<file path="src/rtl/imm_ext_pipe.sv">
// imm_ext_pipe: immediate extender behind a 2-entry skid buffer.
//
// The extension is computed combinationally from IN_DATA/IN_OP and captured
// into the output register (or the skid register) when a request is accepted.
// A request accepted while the buffer is empty appears one cycle later.
//
// Modes: 0 zero-extend, 1 sign-extend, 2 upper-load, 3 see below.
// Optional feature macro IMM_BRANCH_SHIFT_EN:
//   defined   -> mode 3 is the branch offset (sign-extend, shift left by 2)
//   undefined -> mode 3 yields OUT_DATA = 0 with OUT_ERR = 1
//
// Ports:
//   CLK        sole clock, rising edge
//   RST        synchronous active-high reset
//   IN_VALID   request valid
//   IN_DATA    immediate value, IN_W bits
//   IN_OP      extension mode, 2 bits
//   IN_READY   block can accept a request (registered)
//   OUT_VALID  OUT_DATA/OUT_ERR valid (registered)
//   OUT_DATA   extended result, OUT_W bits (registered)
//   OUT_ERR    result came from an unsupported mode (registered)
//   OUT_READY  downstream accepts the result
module imm_ext_pipe #(
  parameter int unsigned IN_W  = 16,
  parameter int unsigned OUT_W = 32
) (
  input  logic             CLK,
  input  logic             RST,
  input  logic             IN_VALID,
  input  logic [IN_W-1:0]  IN_DATA,
  input  logic [1:0]       IN_OP,
  output logic             IN_READY,
  output logic             OUT_VALID,
  output logic [OUT_W-1:0] OUT_DATA,
  output logic             OUT_ERR,
  input  logic             OUT_READY
);

  localparam int unsigned PAD_W = OUT_W - IN_W;

  typedef enum logic [1:0] {
    ST_EMPTY = 2'd0,
    ST_ONE   = 2'd1,
    ST_TWO   = 2'd2
  } state_e;

  state_e             state_q;
  logic               ready_q;
  logic               valid_q;
  logic [OUT_W-1:0]   out_data_q;
  logic               out_err_q;
  logic [OUT_W-1:0]   skid_data_q;
  logic               skid_err_q;

  logic [OUT_W-1:0]   sext;
  logic [OUT_W-1:0]   ext_data_d;
  logic               ext_err_d;
  logic               accept;
  logic               consume;

  // Handshake events use the registered ready/valid seen by the neighbours.
  assign accept  = IN_VALID && ready_q;
  assign consume = valid_q && OUT_READY;

  // Extension: bit replication and placement only.
  always_comb begin
    sext       = {{PAD_W{IN_DATA[IN_W-1]}}, IN_DATA};
    ext_data_d = '0;
    ext_err_d  = 1'b0;
    case (IN_OP)
      2'd0:    ext_data_d = {{PAD_W{1'b0}}, IN_DATA};
      2'd1:    ext_data_d = sext;
      2'd2:    ext_data_d = {IN_DATA, {PAD_W{1'b0}}};
      default: begin
`ifdef IMM_BRANCH_SHIFT_EN
        ext_data_d = {sext[OUT_W-3:0], 2'b00};
        ext_err_d  = 1'b0;
`else
        ext_data_d = '0;
        ext_err_d  = 1'b1;
`endif
      end
    endcase
  end

  // Skid-buffer FSM; the head entry lives in out_*_q, the second in skid_*_q.
  always_ff @(posedge CLK) begin
    if (RST) begin
      state_q     <= ST_EMPTY;
      ready_q     <= 1'b1;
      valid_q     <= 1'b0;
      out_data_q  <= '0;
      out_err_q   <= 1'b0;
      skid_data_q <= '0;
      skid_err_q  <= 1'b0;
    end else begin
      case (state_q)
        ST_EMPTY: begin
          if (accept) begin
            out_data_q <= ext_data_d;
            out_err_q  <= ext_err_d;
            valid_q    <= 1'b1;
            state_q    <= ST_ONE;
          end
        end
        ST_ONE: begin
          case ({accept, consume})
            2'b10: begin
              // Head is stalled: park the new entry behind it.
              skid_data_q <= ext_data_d;
              skid_err_q  <= ext_err_d;
              ready_q     <= 1'b0;
              state_q     <= ST_TWO;
            end
            2'b01: begin
              valid_q <= 1'b0;
              state_q <= ST_EMPTY;
            end
            2'b11: begin
              // Head leaves as the new entry arrives.
              out_data_q <= ext_data_d;
              out_err_q  <= ext_err_d;
            end
            default: ;
          endcase
        end
        ST_TWO: begin
          if (consume) begin
            out_data_q <= skid_data_q;
            out_err_q  <= skid_err_q;
            ready_q    <= 1'b1;
            state_q    <= ST_ONE;
          end
        end
        default: begin
          state_q <= ST_EMPTY;
          ready_q <= 1'b1;
          valid_q <= 1'b0;
        end
      endcase
    end
  end

  assign IN_READY  = ready_q;
  assign OUT_VALID = valid_q;
  assign OUT_DATA  = out_data_q;
  assign OUT_ERR   = out_err_q;

endmodule

</file>
<file path="config.mk">
export PLATFORM = sky130hd
export DESIGN_NAME = imm_ext_pipe
export DESIGN_NICKNAME = d
export VERILOG_FILES = /design/src/rtl/imm_ext_pipe.sv
export SDC_FILE = /design/constraint.sdc
export NUM_CORES = 1
export LEC_CHECK = 0
export CORE_MARGIN = 2
export CORE_UTILIZATION = 58
export CTS_BUF_LIST = sky130_fd_sc_hd__clkbuf_2
export CTS_CLUSTER_SIZE = 24
export DETAILED_ROUTE_END_ITERATION = 7
export PLACE_DENSITY_LB_ADDON = 0.3
export SYNTH_ARGS = -nofsm -noshare
export SYNTH_HDL_FRONTEND = slang
export SYNTH_SLANG_ARGS = --single-unit
</file>
<file path="constraint.sdc">
create_clock -name CLK -period 2.3 [get_ports CLK]
set_input_delay 0.345 -clock CLK [delete_from_list [all_inputs] [get_ports CLK]]
set_output_delay 0.345 -clock CLK [all_outputs]
set_load 0.02 [all_outputs]
</file>
# Word-level counts from Yosys, hierarchy flattened
# Index checks and enable logic that the tools add are counted.
# W data, S select, Z words.
# op_classes
n_mux,20
n_bitwise,2
n_reduce_logical,11
eq_ne,13
# op_table
operator,count
$pmux W32 S3,2
$mux W32,3
$pmux W1 S3,3
$reduce_and A3 Y1,3
$eq A2 B2 Y1 const B,4
$mux W1,8
$eq A2 B1 Y1 const B,3
$ne A2 B2 Y1 const B,3
$pmux W2 S3,1
$logic_not A2 Y1,2
$mux W2,2
$ne A2 B1 Y1 const B,2
$pmux W2 S2,1
$reduce_and A4 Y1,1
$ne A3 B2 Y1 const B,1
$reduce_bool A3 Y1,1
$reduce_or A3 Y1,1
$logic_and A1 B1 Y1,2
$not A1 Y1,2
$reduce_and A2 Y1,1
# word_totals
output_inout_bits,35
regBits,70
elab_cells,53

# Longest topological paths before layout
# logic_depth
depth_word,5
mapped_depth,6
depth_no_buf,4

# Worst setup path before layout
# OpenSTA, ideal clock, no wires.
# synth_path
path_kind,register -> register
startpoint,"register valid_q, in the netlist OUT_VALID"
endpoint,"register out_data_q[16], in the netlist OUT_DATA[16]"
setup_slack_ns,0.778
period_less_slack_ns,1.522
stages_incl_launch_ff,6
arrival_time_ns,1.434
path_cell_list,dfxtp_1 > nand2_1 > o211ai_2 > nand2b_2 > buf_6 > o32ai_2
# synth_via
elab_chain_len,4
# synth_lines
item,line,rtl
start: declaration,49,logic valid_q;
start signal: assignment,91,valid_q <= 1'b0;
start signal: assignment,102,valid_q <= 1'b1;
start signal: assignment,116,valid_q <= 1'b0;
$logic_and A1 B1 Y1 *,63,assign consume = valid_q && OUT_READY;
$eq A2 B2 Y1,107,"case ({accept, consume})"
$ne A2 B1 Y1 (no source line),--,
$reduce_and A4 Y1 (no source line) *,--,
end signal: assignment,100,out_data_q <= ext_data_d;
end signal: assignment,121,out_data_q <= ext_data_d;
end signal: assignment,129,out_data_q <= skid_data_q;
end: declaration,50,logic [OUT_W-1:0] out_data_q;
# Mark *: on every way between the ends. The rest lies on a longest branch, timed or not.
# A chain may end at the register's enable or synchronous reset.

# Final worst setup path
# layout_path
startpoint,"register ready_q, in the netlist IN_READY"
endpoint,output port IN_READY
# layout_rtl
item,line,rtl
start: declaration,48,logic ready_q;
start signal: assignment,90,ready_q <= 1'b1;
start signal: assignment,112,ready_q <= 1'b0;
start signal: assignment,131,ready_q <= 1'b1;
end: declaration,32,"output logic IN_READY,"
# No word-level cell between the ends.

==> summary.txt <==
Critical Path Source - IN_READY
worst reg2reg path depth - 4
drt first pass iters - 4
slowest CP cell - clkdlybuf4s50_1
Slew HR - 71.41%
post-synthesis register bit count - 70
fin worst setup slack - 224.1 ps
Final nets - 446
mapped cell area - 0.003152 sq mm
worst slack at placement - 152.2 ps
CP arrival - 1730 ps
final hold vios - 0
post-synthesis xor/xnor area fraction - 0.2779%
Post-CTS Setup Bufs - 0
family with the most delay on the worst path - buffers and inverters
Die H - 77.72 um
Reg-to-Reg End - OUT_DATA[27]
Vias - 2781
Total GRT Usage - 25.12%
Synth area leaders - dfxtp_1 (44%), nand2_1 (8.6%), a21oi_1 (5.7%)
Avg Cell Area, Syn - 8.338 sq um
Inserted Clock Buffers - 9
Worst setup SP type - flip-flop
Area Overhead vs Synth - 23.03%
Setup CP Type - reg2out
Die W - 77.72 um
worst stage delay on the critical path - 680 ps
Synth Area in Compound Gates - 22.43%
post-detailed-route count of antenna-violating nets - 0
Cell Chain, Critical Path - clkdlybuf4s50_1
Post-Syn Nets - 400
Starting Density - 60.93%
share of layout cells above drive strength 1 - 9.324%
# diodes - 0
placed cells - 483
Gate Count Post-Synth - 378
status - finished, final reports clean
pin count of the biggest net entering global routing - 71
Post-CTS Hold Fix Bufs - 0
most numerous cell in the Yosys netlist - nand2_1
WP buf/inv - 1
sequential area share after synthesis - 44.46%
r2r setup slk - 600 ps
DRC viols - 0
fin crit period - 2076 ps
HPWL Detailed - 4645 um
Synth Area in Simple Gates - 27.75%
adder-cell share of the synthesized area - 0%
Pins Over Slew Limit - 0
initial antenna violation count - 0
post-cts sizing count - 0
CTS Buffer Depth - 2
Ports - 57
htree depth - 3
CTS root buffer - clkbuf_2
worst skew pair latency - 500 ps
min-delay src - RST
Fin Clk Skew - 13.74 ps
Placement Rows - 26
Main synth FF type - dfxtp_1
Placeable Area - 0.005172 sq mm
DIE AREA - 0.006040 sq mm
drt wl/cell - 14.43 um
largest family of logic cells by synthesized area - simple AND/OR/NAND/NOR gates
Pwr Density - 719.3 mW/mm^2
R2R Path Start - IN_READY
WL final - 7203 um
Fmax - 481.7 MHz
clk sinks - 70
vias in the first global route - 2570
leakage - 0.001350 uW
grt total ovfl - 0
Worst setup endpoint - IN_READY
worst-path fanout max - 8
Yosys warnings - 0
final period utilization - 90.25%
Post-synth ARST share - 0%
Setup-failing EPs final - 0
port bufs - 56
Initial DRC Count - 166
Placer Congestion - 0.8199
setup TNS after final layout - 0 ps
top post-synthesis cells by count - nand2_1 (72), dfxtp_1 (70), nor2_1 (48), a21oi_1 (36)
Tightest Hold Check Type - in2reg
top cell type's share of synthesized area - 44.46%
CTS tree - yes
first-pass GRT wire length - 12100 um
Peak VDD IR - 0.0003962 V
max-cap violations - 0
crit end category - output pin
Cell variety after synth - 32
data required time of the critical path - 1960 ps
RSZ-0062 raised after global routing - false
EDFF count, synth - 0
final std cells w/o fill - 499
Worst-path clk slew - 200 ps
area leader, netlist - dfxtp_1
mux share of post-synthesis cell area - 0%
routed vias/inst - 5.573
Worst path depth - 1
worst-margin pin slew - 428.8 ps
registers in the layout (all words and copies together) (netlist names):
signal,flops
skid_err_q,1
OUT_DATA,32
skid_data_q,32
IN_READY,1
OUT_VALID,1
state_q,2
OUT_ERR,1
tightest hold or removal path: cells and delay by family:
family	cells	cell delay, ps
AOI/OAI and AO/OA	1	130
buffers and inverters	2	340
per-stage QoR:
step	cell area (sq um)	utilization [%]	power (uW)	hold WS (ps)
after floorplan	3152	-	1848	436.6
after global placement	3767	72.84	2109	441.5
after detailed placement	3767	72.84	2128	446.5
after CTS	3877	74.96	2799	305.7
after global routing	3877	74.96	2921	308.8
final	3877	74.96	2789	336.1
worst min path at each step:
stage | cells after the start | endpoint
after detailed placement | 2 | skid_data_q[12]
after global placement | 2 | skid_data_q[8]
after floorplan | 2 | skid_data_q[0]
after global routing | 3 | skid_data_q[31]
after CTS | 3 | skid_data_q[11]
final | 3 | skid_data_q[11]
placed cells by master, fill, tap and decap left out, types with 6 or more instances in the layout:
cell type        count
a211oi_1            15
a21oi_1             36
a311oi_1            18
and2_1              15
buf_4                8
clkbuf_2             9
clkdlybuf4s50_1     55
dfxtp_1             70
nand2_1             72
nand2b_1            17
nor2_1              48
nor2b_1             18
o32ai_1              6
o32ai_2              9
area by class of cell:
cell class	instances	area, sq um
Multi-Input combinational cell	275	1599
Sequential cell	70	1401
Fill cell	385	1295
Timing Repair Buffer	67	675.6
Tap cell	70	87.58
Clock inverter	7	65.06
Clock buffer	9	45.04
Inverter	1	3.754
power breakdown:
group          switching, uW  internal [uW]  total (uW)
clock network            446            242         688
logic                    389            327         716
registers               65.0           1320        1390
per-layer routing:
layer	wire length (um)	track usage, %	vias to the layer above
met1	3310	33.36	1286
met5	0	0	-
li1	-	-	1403
met3	350	5.000	13
met2	3385	38.79	79
met4	157	12.86	0
logic make-up (layout without fill, tap and decap cells):
| logic type | Yosys count | count (layout) |
|---|---|---|
| simple gates | 183 | 183 |
| compound gates | 91 | 91 |
| buf+inv | 33 | 84 |
| flops | 70 | 70 |
| xor+xnor | 1 | 1 |
No activity file was read; power rests on OpenSTA's default activity.
